===== src/rtl/nonce_result_tracker.sv =====
// Consumer side of the nonce generator: issues nonces to the hash core, tracks
// them in an in-flight FIFO and matches in-order results against the job target.
module nonce_result_tracker #(
  parameter int DEPTH  = 8,
  parameter int HASH_W = 256
) (
  input  logic                       clk,
  input  logic                       rst,
  input  logic                       job_start,
  input  logic [HASH_W-1:0]          target,
  input  logic [31:0]                nonce,
  input  logic                       nonce_overflow,
  output logic                       gen_enable,
  output logic                       gen_restart,
  output logic                       issue_valid,
  input  logic                       issue_ready,
  output logic [31:0]                issue_nonce,
  input  logic                       result_valid,
  input  logic [HASH_W-1:0]          result_hash,
  output logic                       found,
  output logic [31:0]                golden_nonce,
  output logic                       exhausted,
  output logic                       busy,
  output logic                       proto_err,
  output logic [$clog2(DEPTH):0]     inflight_count
);
  localparam int PTR_W = $clog2(DEPTH);
  localparam int CNT_W = PTR_W + 1;

  typedef enum logic [2:0] {S_IDLE, S_RESTART, S_ISSUE, S_DRAIN, S_DONE} state_t;

  state_t            state_q, state_d;
  logic [HASH_W-1:0] target_q, target_d;
  logic [31:0]       fifo_mem [DEPTH];
  logic [PTR_W-1:0]  wr_ptr_q, wr_ptr_d, rd_ptr_q, rd_ptr_d;
  logic [CNT_W-1:0]  count_q, count_d;
  logic              last_issued_q, last_issued_d;
  logic              found_q, found_d;
  logic              exhausted_q, exhausted_d;
  logic              proto_err_q, proto_err_d;
  logic [31:0]       golden_q, golden_d;

  logic fifo_full, fifo_empty, handshake, pop, hit, job_accept;
  logic [31:0] head_nonce;

  assign fifo_full   = (count_q == CNT_W'(DEPTH));
  assign fifo_empty  = (count_q == '0);
  assign issue_valid = (state_q == S_ISSUE) && !fifo_full && !last_issued_q;
  assign handshake   = issue_valid && issue_ready;
  // The generator must never wrap, so the final nonce is issued without an enable.
  assign gen_enable  = handshake && !nonce_overflow;
  assign gen_restart = (state_q == S_RESTART);
  assign busy        = (state_q == S_RESTART) || (state_q == S_ISSUE) || (state_q == S_DRAIN);
  assign issue_nonce = nonce;
  assign job_accept  = job_start && ((state_q == S_IDLE) || ((state_q == S_DONE) && fifo_empty));
  assign pop         = result_valid && !fifo_empty;
  assign head_nonce  = fifo_mem[rd_ptr_q];
  assign hit         = pop && (result_hash < target_q);

  assign found          = found_q;
  assign golden_nonce   = golden_q;
  assign exhausted      = exhausted_q;
  assign proto_err      = proto_err_q;
  assign inflight_count = count_q;

  always_comb begin
    state_d       = state_q;
    target_d      = target_q;
    wr_ptr_d      = handshake ? wr_ptr_q + PTR_W'(1) : wr_ptr_q;
    rd_ptr_d      = pop ? rd_ptr_q + PTR_W'(1) : rd_ptr_q;
    count_d       = count_q + CNT_W'(handshake) - CNT_W'(pop);
    last_issued_d = last_issued_q;
    found_d       = found_q;
    exhausted_d   = exhausted_q;
    proto_err_d   = proto_err_q || (result_valid && fifo_empty);
    golden_d      = golden_q;

    case (state_q)
      S_RESTART: state_d = S_ISSUE;
      S_ISSUE: begin
        if (handshake && nonce_overflow) begin
          last_issued_d = 1'b1;
          state_d       = S_DRAIN;
        end
        if (hit) begin
          golden_d = head_nonce;
          found_d  = 1'b1;
          state_d  = S_DONE;
        end
      end
      S_DRAIN: begin
        if (hit) begin
          golden_d = head_nonce;
          found_d  = 1'b1;
          state_d  = S_DONE;
        end else if (fifo_empty) begin
          exhausted_d = 1'b1;
          state_d     = S_DONE;
        end
      end
      default: ;
    endcase

    if (job_accept) begin
      state_d       = S_RESTART;
      target_d      = target;
      wr_ptr_d      = '0;
      rd_ptr_d      = '0;
      count_d       = '0;
      last_issued_d = 1'b0;
      found_d       = 1'b0;
      exhausted_d   = 1'b0;
      proto_err_d   = 1'b0;
      golden_d      = '0;
    end
  end

  always_ff @(posedge clk) begin
    if (handshake) fifo_mem[wr_ptr_q] <= nonce;
  end

  always_ff @(posedge clk) begin
    if (rst) begin
      state_q       <= S_IDLE;
      target_q      <= '0;
      wr_ptr_q      <= '0;
      rd_ptr_q      <= '0;
      count_q       <= '0;
      last_issued_q <= 1'b0;
      found_q       <= 1'b0;
      exhausted_q   <= 1'b0;
      proto_err_q   <= 1'b0;
      golden_q      <= '0;
    end else begin
      state_q       <= state_d;
      target_q      <= target_d;
      wr_ptr_q      <= wr_ptr_d;
      rd_ptr_q      <= rd_ptr_d;
      count_q       <= count_d;
      last_issued_q <= last_issued_d;
      found_q       <= found_d;
      exhausted_q   <= exhausted_d;
      proto_err_q   <= proto_err_d;
      golden_q      <= golden_d;
    end
  end
endmodule


===== config.mk =====
export PLATFORM = sky130hd
export DESIGN_NAME = nonce_result_tracker
export DESIGN_NICKNAME = d
export VERILOG_FILES = /design/src/rtl/nonce_result_tracker.sv
export SDC_FILE = /design/constraint.sdc
export NUM_CORES = 1
export LEC_CHECK = 0
export CAP_MARGIN = 20
export CORE_AREA = 2 2 244 246
export DETAILED_ROUTE_END_ITERATION = 12
export DIE_AREA = 0 0 246 248
export PLACE_DENSITY = 0.8
export SETUP_SLACK_MARGIN = 0.5
export SKIP_LAST_GASP = 1
export SLEW_MARGIN = 15
export SYNTH_ARGS = -nofsm -noshare
export SYNTH_HDL_FRONTEND = slang
export SYNTH_SLANG_ARGS = --single-unit

===== constraint.sdc =====
create_clock -name clk -period 11.9 [get_ports clk]
set_clock_uncertainty 0.15 [all_clocks]
set_input_delay 2.38 -clock clk [delete_from_list [all_inputs] [get_ports clk]]
set_output_delay 2.38 -clock clk [all_outputs]
set_load 0.01 [all_outputs]

==> key figures <==
Floorplanning
  – Initial core utilization: 0.465
  – Rows: 89
  – Number of I/O pins: 625
  – Full die area: 0.0610 mm2
  – Chip width: 246 um
  – Core ar.: 0.0585 mm2
  – Die Ht: 248 um

Timing
  – Post-route clock period utilization: 0.560
  – Final Hold Vio Count: 0
  – Setup TNS: 0 ns
  – Max-slew violations: 0
  – Fmax: 150 MHz
  – Setup violators final: 0
  – Slew HR: 0.254
  – RSZ-0062 raised after global routing: false
  – Worst Max-Slew Pin Slew: 1.12 ns
  – Period minus WS final: 6.67 ns

Min path
  – Hold Crit Start: target_q[21]
  – Hold Path Class: flip-flop to flip-flop
  – Worst Hold End: target_q[21]
  – Hold-critical path depth: 2

Finish
  – Final net count: 4013
  – Synthesis-to-finish area growth: 32.3%
  – Post-Layout Cell Count: 4051
  – Share of layout cells above drive strength 1: 0.0563

Synthesis
  – Post-synth top flop: dfxtp_1
  – Synth async-reset ratio: 0
  – Syn Inst Count: 2644
  – Synthesis-stage register bit count: 561
  – Sequential share of the synthesized area: 0.508
  – Mapped Area: 0.0272 mm2
  – Synthesis warning total: 0
  – Share of the synthesized area in the top cell type: 0.283
  – Post-synth top area cell: edfxtp_1
  – Synth unique cells: 66
  – Avg Cell Area, Syn: 10.3 um2
  – EDFF count, synth: 256
  – Mapped Nets: 3458
  – Area contributors post-synth: edfxtp_1, dfxtp_1, ha_1

Drt
  – DRC: 0
  – Vias per cell: 5.32
  – First-pass detailed-route iteration total: 5
  – Vias: 21500
  – 1st-iter DRT viols: 1414
  – Wire length per cell: 21.1 um
  – Post-DRT Antenna Nets: 0
  – Final wirelength: 85500 um

CTS
  – Max Root-Sink Buffers: 3
  – Hold_buf cts: 0
  – CTS tree: done
  – TritonCTS Buffers: 61
  – Root Buffer: clkbuf_16
  – Reg clk slew, reported paths: 0.06 ns
  – H-Tree Depth: 2
  – Clk sinks: 561
  – Clk Latency, worst-skew pair: 0.63 ns
  – Post-CTS setup buffer count: 0
  – Post-CTS Resized: 0

Setup path
  – Worst r2r path cells: 9
  – Worst Path Arrival: 4.14 ns
  – CP Capture Type: output pin
  – Startpoint types: input port
  – FF-to-FF setup slack: 7.95 ns
  – Reg-to-reg startpoint: inflight_count[2]
  – Req. time, crit path: 9.37 ns
  – Worst r2r dst: target_q[152]
  – CP Max Fanout: 7
  – Critical path class: input port to output pin

Power
  – Max rail drop VDD: 157 uV
  – Total internal power: 3.84 mW
  – Switching pwr: 1.54 mW
  – Pwr per Cell Area: 150 mW/mm2
  – Share of power burned in registers: 0.413
  – Leak Pwr: 12.9 nW
  – Switching share of power: 0.286
  – Clock power share: 0.366
  – Comb pwr share: 0.222

Global routing
  – Overall routing resource usage: 0.270
  – Initial antenna violation count: 32
  – Vias in the first global route: 20800
  – GRT Residual Overflow: 0
  – Pin count of the biggest net entering global routing: 107
  – First-pass GRT wire length: 123000 um

Outcome
  – Status: finished clean

Place
  – Placed Instances: 3909
  – Placer Congestion: 0.974
  – Dpl hpwl: 61100 um
  – IO buf count: 624

Job
  – Max_cap viols: 0
[placed cells by master (no fill, tap or decap), types with 3 or more instances in the layout]
cell type	netlist	final
nor3_1	14	12
mux4_1	37	37
o21a_1	8	8
dfxtp_1	305	302
nor4_1	11	10
clkdlybuf4s50_1	0	623
o21ai_0	37	37
a21o_1	14	14
clkinv_1	0	7
a221oi_1	10	10
a21oi_1	399	399
buf_4	32	21
clkinv_4	0	4
a211oi_2	7	7
nand2_1	581	581
xor2_1	4	4
inv_1	269	269
clkinvlp_4	0	7
and2_1	3	3
nor2b_1	4	3
clkbuf_16	0	62
edfxtp_1	256	256
mux2i_1	32	32
clkbuf_1	98	7
a211oi_1	35	35
a221o_1	4	4
bufinv_16	0	7
nand4_1	52	52
nand3_1	24	23
mux4_2	27	27
clkbuf_8	9	7
and3_1	5	4
nand2b_1	4	4
nor2_1	38	37
ha_1	263	263
and4_1	8	8
clkinv_2	0	11
diode_2	0	27
[layer usage]
metal	routed length [um]	track usage	vias up	share of wire
met5	68	0	-	0.00080
met4	4090	0.139	12	0.048
met3	8510	0.0832	203	0.10
met2	40800	0.448	800	0.48
met1	32000	0.316	10100	0.37
li1	-	-	10400	-
[power by group through the flow]
stage               registers, mW  clock network, mW  logic, mW
finish                       2.22               1.97       1.19
global route                 2.23               2.08       1.33
CTS                          2.22               2.00       1.20
detailed placement           2.26                  0       1.19
global placement             2.25                  0       1.16
floorplan                    2.24                  0      0.751
[worst max-delay path by stage]
stage                      from        endpoint  slack, ns  cells after the start
floorplan           issue_ready  fifo_mem[2][0]       4.98                      4
global placement    issue_ready      gen_enable       5.33                      5
detailed placement  issue_ready      gen_enable       5.27                      5
CTS                 issue_ready      gen_enable       5.25                      5
global route        issue_ready      gen_enable       5.11                      5
finish              issue_ready      gen_enable       5.23                      5
[critical path, cell delays in order]
cell and delay (ns):
clkdlybuf4s50_1 0.45, and2_1 0.27, inv_1 0.24, nor2_1 0.14, clkdlybuf4s50_1 0.65
[synth_stat cells (all sizes together), types with 2 or more instances]
| library cell | instances |
|---|---|
| nand2 | 581 |
| a21oi | 399 |
| dfxtp | 305 |
| inv | 269 |
| ha | 263 |
| edfxtp | 256 |
| clkbuf | 107 |
| mux4 | 64 |
| nand4 | 52 |
| buf | 46 |
| a211oi | 42 |
| nor2 | 39 |
| o21ai | 38 |
| mux2i | 32 |
| nand3 | 24 |
| nor3 | 15 |
| a21o | 14 |
| nor4 | 11 |
| a221oi | 10 |
| and4 | 8 |
| o21a | 8 |
| and3 | 5 |
| a221o | 4 |
| and2 | 4 |
| nand2b | 4 |
| nor2b | 4 |
| xor2 | 4 |
| a2111oi | 3 |
| a21boi | 2 |
| nor3b | 2 |
| nor4b | 2 |
| o211ai | 2 |
| o221ai | 2 |
| or2b | 2 |
| or3 | 2 |
| xnor2 | 2 |
[logic make-up after synthesis]
| family | count (synthesis) | share of synthesized area |
|---|---|---|
| buf+inv | 422 | 0.0687 |
| xor+xnor | 6 | 0.00193 |
| simple gates | 759 | 0.118 |
| flops | 561 | 0.508 |
| mux | 96 | 0.0700 |
| fa+ha+maj | 264 | 0.122 |
| compound gates | 536 | 0.111 |
[flip-flops by register name, indices dropped and copies added (netlist names)]
name	count
inflight_count	4
golden_nonce	32
found	1
exhausted	1
fifo_mem	256
target_q	256
state_q	3
proto_err	1
rd_ptr_q	3
last_issued_q	1
wr_ptr_q	3
[through the flow]
stage | hold WS [ns] | utilization | area (um2) | setup WS [ns] | total power, mW
after global placement | 0.292 | 0.577 | 33800 | 5.33 | 3.41
after global routing | 0.315 | 0.614 | 35900 | 5.11 | 5.65
after detailed placement | 0.296 | 0.577 | 33800 | 5.27 | 3.45
final | 0.302 | 0.615 | 35900 | 5.23 | 5.38
after CTS | 0.304 | 0.614 | 35900 | 5.25 | 5.42
after floorplan | 0.282 | - | 27200 | 4.98 | 2.99
[cell type report]
| class | count | area [um2] |
|---|---|---|
| fillers | 4693 | 22500 |
| flip-flops and latches | 561 | 13800 |
| multi-input cells | 1661 | 11600 |
| repair buffers | 645 | 6410 |
| clock buffers | 75 | 1660 |
| inverters | 269 | 1010 |
| well taps | 773 | 967 |
| clock inverters | 40 | 457 |
| diodes | 27 | 67.6 |
No activity file was read; power rests on OpenSTA's default activity.
